===== config.mk =====
export PLATFORM = sky130hd
export DESIGN_NAME = uart_csr_master
export DESIGN_NICKNAME = d
export VERILOG_FILES = /design/src/rtl/uart_csr_master.sv
export SDC_FILE = /design/constraint.sdc
export NUM_CORES = 1
export LEC_CHECK = 0
export CAP_MARGIN = 20
export CORE_MARGIN = 2
export CORE_UTILIZATION = 49
export DETAILED_ROUTE_END_ITERATION = 16
export PLACE_DENSITY = 0.91
export SYNTH_ARGS = -nofsm -noshare
export SYNTH_HDL_FRONTEND = slang
export SYNTH_SLANG_ARGS = --single-unit
export TNS_END_PERCENT = 1

===== constraint.sdc =====
create_clock -name clk -period 3.85 [get_ports clk]
set_input_delay 0.385 -clock clk [delete_from_list [all_inputs] [get_ports clk]]
set_output_delay 0.385 -clock clk [all_outputs]
set_load 0.01 [all_outputs]

===== src/rtl/uart_csr_master.sv =====
// uart_csr_master: CSR initiator for the UART register-bus responder.
// Takes one host command at a time over valid/ready (write, read, or
// poll-until-match with bounded retries). It drives the single-cycle CSR
// write/read strobes and returns exactly one response per command.
module uart_csr_master #(
  parameter int CSR_ADDR_W = 4,
  parameter int CSR_DATA_W = 32,
  parameter int POLL_MAX   = 1024,
  parameter int POLL_GAP   = 4
) (
  input  logic                  clk,
  input  logic                  rst_n,
  // host command channel
  input  logic                  req_valid,
  output logic                  req_ready,
  input  logic [1:0]            req_op,
  input  logic [CSR_ADDR_W-1:0] req_addr,
  input  logic [CSR_DATA_W-1:0] req_data,
  input  logic [CSR_DATA_W-1:0] req_mask,
  // host response channel
  output logic                  rsp_valid,
  input  logic                  rsp_ready,
  output logic [CSR_DATA_W-1:0] rsp_data,
  output logic                  rsp_err,
  // CSR responder ports
  output logic [CSR_ADDR_W-1:0] wr_addr,
  output logic [CSR_DATA_W-1:0] wr_data,
  output logic                  wen,
  output logic [CSR_ADDR_W-1:0] rd_addr,
  output logic                  ren,
  input  logic [CSR_DATA_W-1:0] rd_data
);

  localparam logic [2:0] S_IDLE    = 3'd0;
  localparam logic [2:0] S_WRITE   = 3'd1;
  localparam logic [2:0] S_READ    = 3'd2;
  localparam logic [2:0] S_RD_WAIT = 3'd3;
  localparam logic [2:0] S_GAP     = 3'd4;
  localparam logic [2:0] S_RESP    = 3'd5;

  localparam logic [1:0] OP_WRITE = 2'b00;
  localparam logic [1:0] OP_READ  = 2'b01;
  localparam logic [1:0] OP_POLL  = 2'b10;

  // Attempt counter holds 0..POLL_MAX-1. It is sized to hold POLL_MAX so the
  // last-attempt compare never needs a wider operand.
  localparam int ATT_W = $clog2(POLL_MAX + 1);
  localparam logic [ATT_W-1:0] ATT_LAST = ATT_W'(POLL_MAX - 1);

  // The gap counter is kept at least 1 bit wide so POLL_GAP=0 still
  // elaborates. In that case the GAP state is simply never entered.
  localparam int GAP_W = $clog2(POLL_GAP + 2);
  localparam logic [GAP_W-1:0] GAP_LAST = GAP_W'((POLL_GAP > 0) ? POLL_GAP - 1 : 0);

  logic [2:0]            state_q,    state_d;
  logic [1:0]            op_q,       op_d;
  logic [CSR_ADDR_W-1:0] addr_q,     addr_d;
  logic [CSR_DATA_W-1:0] data_q,     data_d;
  logic [CSR_DATA_W-1:0] mask_q,     mask_d;
  logic [CSR_DATA_W-1:0] rsp_data_q, rsp_data_d;
  logic                  rsp_err_q,  rsp_err_d;
  logic [ATT_W-1:0]      attempts_q, attempts_d;
  logic [GAP_W-1:0]      gap_q,      gap_d;

  logic poll_match;

  // Poll compare: only the bits selected by the latched mask take part.
  always_comb begin
    poll_match = ((rd_data & mask_q) == (data_q & mask_q));
  end

  // Next-state and datapath decode for the command sequencer.
  // NOTE: every always_comb output gets a default first, so no path can hold
  // an old value and infer a latch.
  always_comb begin
    state_d    = state_q;
    op_d       = op_q;
    addr_d     = addr_q;
    data_d     = data_q;
    mask_d     = mask_q;
    rsp_data_d = rsp_data_q;
    rsp_err_d  = rsp_err_q;
    attempts_d = attempts_q;
    gap_d      = gap_q;

    case (state_q)
      S_IDLE: begin
        if (req_valid) begin
          op_d       = req_op;
          addr_d     = req_addr;
          data_d     = req_data;
          mask_d     = req_mask;
          rsp_data_d = '0;
          rsp_err_d  = 1'b0;
          case (req_op)
            OP_WRITE: state_d = S_WRITE;
            OP_READ, OP_POLL: begin
              state_d    = S_READ;
              attempts_d = '0;
            end
            default: begin
              // Reserved op: report an error without touching the CSR bus.
              state_d   = S_RESP;
              rsp_err_d = 1'b1;
            end
          endcase
        end
      end

      S_WRITE: state_d = S_RESP;

      S_READ: state_d = S_RD_WAIT;

      S_RD_WAIT: begin
        // The last value read is always reported, including on poll timeout.
        rsp_data_d = rd_data;
        if (op_q != OP_POLL || poll_match) begin
          state_d = S_RESP;
        end else if (attempts_q == ATT_LAST) begin
          state_d   = S_RESP;
          rsp_err_d = 1'b1;
        end else begin
          attempts_d = attempts_q + ATT_W'(1);
          gap_d      = '0;
          state_d    = (POLL_GAP > 0) ? S_GAP : S_READ;
        end
      end

      S_GAP: begin
        if (gap_q == GAP_LAST) begin
          state_d = S_READ;
        end else begin
          gap_d = gap_q + GAP_W'(1);
        end
      end

      S_RESP: begin
        if (rsp_ready) state_d = S_IDLE;
      end

      default: state_d = S_IDLE;
    endcase
  end

  // State and datapath registers. Reset clears everything asynchronously.
  // NOTE: sequential state uses non-blocking assignment only, so every flop
  // samples the pre-edge values no matter what order the statements are in.
  always_ff @(posedge clk or negedge rst_n) begin
    if (!rst_n) begin
      state_q    <= S_IDLE;
      op_q       <= OP_WRITE;
      addr_q     <= '0;
      data_q     <= '0;
      mask_q     <= '0;
      rsp_data_q <= '0;
      rsp_err_q  <= 1'b0;
      attempts_q <= '0;
      gap_q      <= '0;
    end else begin
      state_q    <= state_d;
      op_q       <= op_d;
      addr_q     <= addr_d;
      data_q     <= data_d;
      mask_q     <= mask_d;
      rsp_data_q <= rsp_data_d;
      rsp_err_q  <= rsp_err_d;
      attempts_q <= attempts_d;
      gap_q      <= gap_d;
    end
  end

  // Outputs are decoded straight from the registered state. The strobes are
  // therefore mutually exclusive and drop as soon as reset is asserted.
  always_comb begin
    req_ready = (state_q == S_IDLE);
    rsp_valid = (state_q == S_RESP);
    wen       = (state_q == S_WRITE);
    ren       = (state_q == S_READ);
    rsp_data  = rsp_data_q;
    rsp_err   = rsp_err_q;
    wr_addr   = addr_q;
    rd_addr   = addr_q;
    wr_data   = data_q;
  end

endmodule


==> flow_summary.json <==
{
  "h-tree-depth": 4,
  "fin_skew_ns": 0.00684,
  "routabilityCongestion": 0.832,
  "tns_ns": 0,
  "path_cells": "nor4b_2 > buf_4 > buf_4 > mux2_2",
  "cp.required_ns": 4.25,
  "initial_core_util_pct": 50.5,
  "seq_area_frac_synth_pct": 57.3,
  "async_flop_share_pct": 100,
  "crit_buf_inv": 2,
  "hpwl_mm": 10.1,
  "final_cell_mix": "181 x clkdlybuf4s50_1, 120 x dfrtp_1, 70 x mux2_2",
  "wl_mm": 14.8,
  "antenna_found_initial": 0,
  "synth_nets": 505,
  "setup_viol": 0,
  "fin_nets": 690,
  "status": "finished, final reports clean",
  "use_met3_pct": 6.96,
  "core_area_sq_mm": 0.0104,
  "drc": 0,
  "grt_use_met1_pct": 32.8,
  "syn_avg_cell_area_sq_um": 13.3,
  "power_density_mw_per_mm2": 825,
  "worstSetupEndpointType": "flop",
  "syn2layout_area_growth_pct": 49.6,
  "max_stage_delay_ns": 0.56,
  "io_pins": 183,
  "hold_path_class": "in2async",
  "clk_latency_ns": 0.52,
  "cts_tree": "yes",
  "synth_edf_count": 0,
  "cp_top_family": "buffers and inverters",
  "die_h_microns": 107,
  "vias": 4046,
  "syn_area_sq_mm": 0.00524,
  "crit_top_cell": "buf_4",
  "clkTransAtPathRegs_ns": 0.06,
  "grt_busiest_layer": "met2",
  "grt_pass1_vias": 4318,
  "grt_max_degree": 92,
  "p_leak_nw": 3.39,
  "path_class": "reg2reg",
  "numPortBuffers": 182,
  "final_common_cell": "clkdlybuf4s50_1",
  "ys_types": 40,
  "synthFlopType": "dfrtp_1",
  "track_usage_pct": 26.8,
  "viasPerCell": 5.56,
  "ir_drop_v": 0.000494,
  "start_kind": "flop",
  "rsz0062_at_grt": "no",
  "drtIter0Drc": 140,
  "instances_no_fill": 728,
  "slowest_stage": "buf_4",
  "die_w_microns": 107,
  "grt-ovfl-total": 0,
  "drive_above_1_share_pct": 20.8,
  "cts.path.max_buffers": 2,
  "grt_util_met2_pct": 46.0,
  "cts_sinks": 120,
  "dieArea_sq_mm": 0.0115,
  "cts_resized": 0,
  "grt_pass1_wl_mm": 23.1,
  "finalCritPeriodShare_pct": 66.0,
  "drv_cap": 0,
  "hold_violations": 0,
  "max-slew-margin-rel_pct": 57.2,
  "nFillCells": 644,
  "cts_made_buffers": 17,
  "drtAntennaViolNets": 0,
  "wl_per_cell_microns": 20.4,
  "diodes": 0,
  "r2r_slack_ns": 1.31,
  "synth_cells": 394,
  "cts_root_buf": "clkbuf_8",
  "critical_path.max_fanout": 44,
  "fmax_ghz": 0.394,
  "num_rows": 37,
  "fin_crit_ns": 2.54,
  "dr.pass1.iters": 4,
  "critPathArrivalTime_ns": 2.94,
  "slew_viol_final": 0,
  "yosysWarnings": 0,
  "dp_cells": 694,
  "ys_seq_elements": 120,
  "tightest_slew_ns": 0.641
}
==> final timing paths <==
| check | startpoint | end | cells after the start |
|---|---|---|---|
| max in group asynchronous | rst_n | wr_data[14] | 4 |
| min in group clk | req_mask[15] | mask_q[15] | 2 |
| worst max-delay path | state_q[2] | mask_q[23] | 4 |
| worst min register to register | attempts_q[9] | attempts_q[9] | 1 |
| worst max register to register | state_q[2] | mask_q[23] | 4 |
| worst min-delay path | rst_n | rd_addr[0] | 2 |
==> cell type report <==
cell class                 count  area (sq um)  area share [%]
timing repair buffer         190          1910            24.4
clock buffer                  21           459            5.86
tap                          136           170            2.17
clock inverter                11           170            2.17
inverter                       6          22.5           0.287
sequential                   120          3000            38.3
multi-input combinational    244          2100            26.8
==> where the power goes <==
part           total [mW]  switching, mW  internal (mW)  leakage [nW]
Clock                1.68          0.574           1.10         0.288
Combinational        2.48           1.02           1.47          1.60
Sequential           2.31          0.476           1.83          1.50
==> Yosys cell counts, types with 2 or more instances <==
cell,instances,share of area [%]
nand2b_1,2,0.24
clkbuf_1,8,0.57
dfrtp_1,120,57
inv_1,6,0.43
buf_4,4,0.57
a21oi_1,5,0.48
nand4_1,4,0.48
xor2_1,32,5.4
ha_1,5,1.2
nor2_1,6,0.43
mux2_2,70,15
o21ai_1,3,0.29
nor4_1,2,0.24
o22ai_1,2,0.24
nand2_1,21,1.5
o21ai_0,2,0.19
and3_1,4,0.48
nor3_1,3,0.29
a22oi_1,16,2.3
a31oi_1,2,0.24
mux2i_1,10,1.9
a22o_1,32,5.4
buf_2,10,0.96
nand3_2,6,1.1
nand3_1,4,0.38
==> flip-flops by register name, summed over array words and instances, names as in the netlist <==
signal      cells
attempts_q     11
rsp_err         1
mask_q         32
rd_addr         4
state_q         3
gap_q           3
op_q            2
rsp_data       32
wr_data        32
==> repair_timing <==
| item | CTS | global route |
|---|---|---|
| hold buffers | 0 | 1 |
| setup buffers | 0 | 0 |
| hold endpoints to repair | 0 | 40 |
==> metrics by stage <==
stage	cell area, sq um	hold WS, ns	setup WS, ns	util (%)	power (mW)
global placement	7160	0.465	1.16	69.0	4.64
floorplan	5240	0.0894	1.99	-	3.50
global route	7840	0.469	1.17	75.6	6.79
detailed placement	7170	0.480	1.06	69.1	4.76
finish	7840	0.400	1.31	75.6	6.47
CTS	7800	0.132	1.32	75.2	6.49
==> routing by layer <==
layer | wire, microns | share of wire (%)
met3 | 939 | 6.3
met2 | 7670 | 52
met4 | 314 | 2.1
met5 | 0 | 0
met1 | 5920 | 40
==> logic make-up (layout without fill, tap and decap cells) <==
group	after synthesis	count (layout)	share of synthesized area [%]
buffers and inverters	30	228	2.82
adders and majority gates	5	5	1.19
DFF	120	120	57.3
and+or+nand+nor	63	63	6.95
xor gates and xnor gates	32	32	5.35
muxes	80	80	17.0
AOI/OAI and AO/OA	64	64	9.39
(Power assumes the default switching activity.)
==> variant (config.mk and constraints unchanged) <==
Register the output `rsp_err`, cleared by the reset; this adds one clock of latency there. The other outputs are not delayed to match.
--- a/src/rtl/uart_csr_master.sv
+++ b/src/rtl/uart_csr_master.sv
@@ -52,4 +52,6 @@
   localparam int GAP_W = $clog2(POLL_GAP + 2);
   localparam logic [GAP_W-1:0] GAP_LAST = GAP_W'((POLL_GAP > 0) ? POLL_GAP - 1 : 0);
+
+  logic rsp_err_c;
 
   logic [2:0]            state_q,    state_d;
@@ -178,5 +180,5 @@
     ren       = (state_q == S_READ);
     rsp_data  = rsp_data_q;
-    rsp_err   = rsp_err_q;
+    rsp_err_c = rsp_err_q;
     wr_addr   = addr_q;
     rd_addr   = addr_q;
@@ -184,4 +186,12 @@
   end
 
+  always_ff @(posedge clk or negedge rst_n) begin
+    if (!rst_n) begin
+      rsp_err <= '0;
+    end else begin
+      rsp_err <= rsp_err_c;
+    end
+  end
+
 endmodule
 
Function: changed (Yosys sat finds a counterexample within 4 cycles, from zero or initial values and one cycle with rst_n low).
==> variant against the original RTL <==
Routed wire length is 3.5% lower. Sequential cell count increased by 1. Synthesized area is 0.48% higher. Hold slack worse by 8.0 ps. Power shrank 2.5%. Critical path depth down 2. Worst setup slack improved by 260 ps. Die area is 0.47% higher. Design area shrank 0.78%. Largest cell class unchanged. Highest routed layer unchanged.
==> variant: results (changes against the original RTL) <==
Run status
  • Outcome: completed (unchanged)

Synthesis
  • Synth top area cells: dfrtp_1 (58%), mux2_2 (15%), a22o_1 (5.3%) (was dfrtp_1 (57%), mux2_2 (15%), a22o_1 (5.4%))
  • Post-synthesis mux area share: 16.9% (was 17.0%)
  • Sequential-to-total area share from yosys stat: 57.5% (was 57.3%)
  • Synth Area in Compound Gates: 9.34% (was 9.39%)
  • Commonest cells in the netlist: dfrtp_1 (121), mux2_2 (70), a22o_1 (32), xor2_1 (32), nand2_1 (21) (was dfrtp_1 (120), mux2_2 (70), a22o_1 (32), xor2_1 (32), nand2_1 (21))
  • Post-Synth XOR/XNOR Area: 5.33% (was 5.35%)
  • Syn_nets: 506 (was 505)

Power and ir drop
  • Maximum vdd drop: 474 µV (was 494 µV)
  • Int Pwr: 4.28 mW (was 4.40 mW)
  • Leak Pwr: 3.38 nW (was 3.39 nW)

Worst setup path
  • Worst reg2reg setup slack: 1590 ps (was 1310 ps)
  • Worst R2R End: attempts_q[0] (was mask_q[23])
  • Critical Path AT: 1900 ps (was 2940 ps)
  • R2R Path Start: wr_data[12] (was state_q[2])
  • Crit-path max FO: 14 (was 44)

Worst hold path
  • HP Class: reg -> reg (was in -> async)

Timing
  • Worst-Margin Slew: 854 ps (was 641 ps)
  • Setup Skew: 7.74 ps (was 6.84 ps)
  • Minimum hold slack: 392 ps (was 400 ps)

Global routing
  • Largest net degree at the start of global routing: 74 (was 92)
  • Vias in the first global route: 4397 (was 4318)
  • Total Routing Usage GR: 26.1% (was 26.8%)

Placement
  • Final HPWL DP: 9990 µm (was 10100 µm)

Finish
  • # nets final: 689 (was 690)
  • Fraction of layout cells with a size suffix above 1: 20.6% (was 20.8%)

Detailed routing
  • Iteration-0 DRC Markers: 138 (was 140)
[variant: layer usage]
layer	vias up	part of all wire (%)	GRT usage [%]
met5	-	0	0
li1	1800	-	-
met2	141	53	45.5
met4	0	1.6	8.88
met3	16	7.5	9.50
met1	2049	38	29.5
[variant: through the flow]
| step | power [mW] | utilization [%] | cells | instance area (µm²) |
|---|---|---|---|---|
| 2_1_floorplan | 3.52 | - | 395 | 5260 |
| 3_3_place_gp | 4.67 | 69.4 | 694 | 7190 |
| 3_5_place_dp | 4.77 | 69.4 | 694 | 7190 |
| 4_1_cts | 6.36 | 75.0 | 727 | 7780 |
| 5_1_grt | 6.63 | 75.0 | 727 | 7780 |
| 6_report | 6.31 | 75.0 | 727 | 7780 |
[variant: worst max-delay path by stage]
stage / startpoint / to / depth (start not counted)
after floorplan: wr_data[21] / rsp_err_c / 7
after global placement: rd_data[12] / attempts_q[0] / 7
after detailed placement: rd_data[12] / attempts_q[0] / 7
after CTS: state_q[2] / rsp_valid / 2
after global routing: state_q[2] / attempts_q[10] / 6
final: state_q[2] / rsp_valid / 2
[variant: power groups by stage]
stage	Sequential (mW)	Combinational [mW]	Clock (mW)
2_1_floorplan	2.34	1.18	0
3_3_place_gp	2.27	2.40	0
3_5_place_dp	2.29	2.48	0
4_1_cts	2.30	2.50	1.56
5_1_grt	2.37	2.64	1.62
6_report	2.30	2.47	1.54
[variant: cell type report]
type,instances,area (µm²)
clock buffer,17,414
clock inverter,15,159
fill,664,2590
timing repair buffer,188,1880
tap,136,170
sequential,121,3030
inverter,6,22.5
multi-input combinational,244,2100
[variant: timing repair]
item,in CTS,in global routing
setup buffers,0,0
hold buffers,1,0
endpoints found under the hold margin,57,0
[variant: critical path, cell delays in order, from the launching register on]
cell and delay (ps):
dfrtp_1 610, and3_1 240, clkdlybuf4s50_1 540
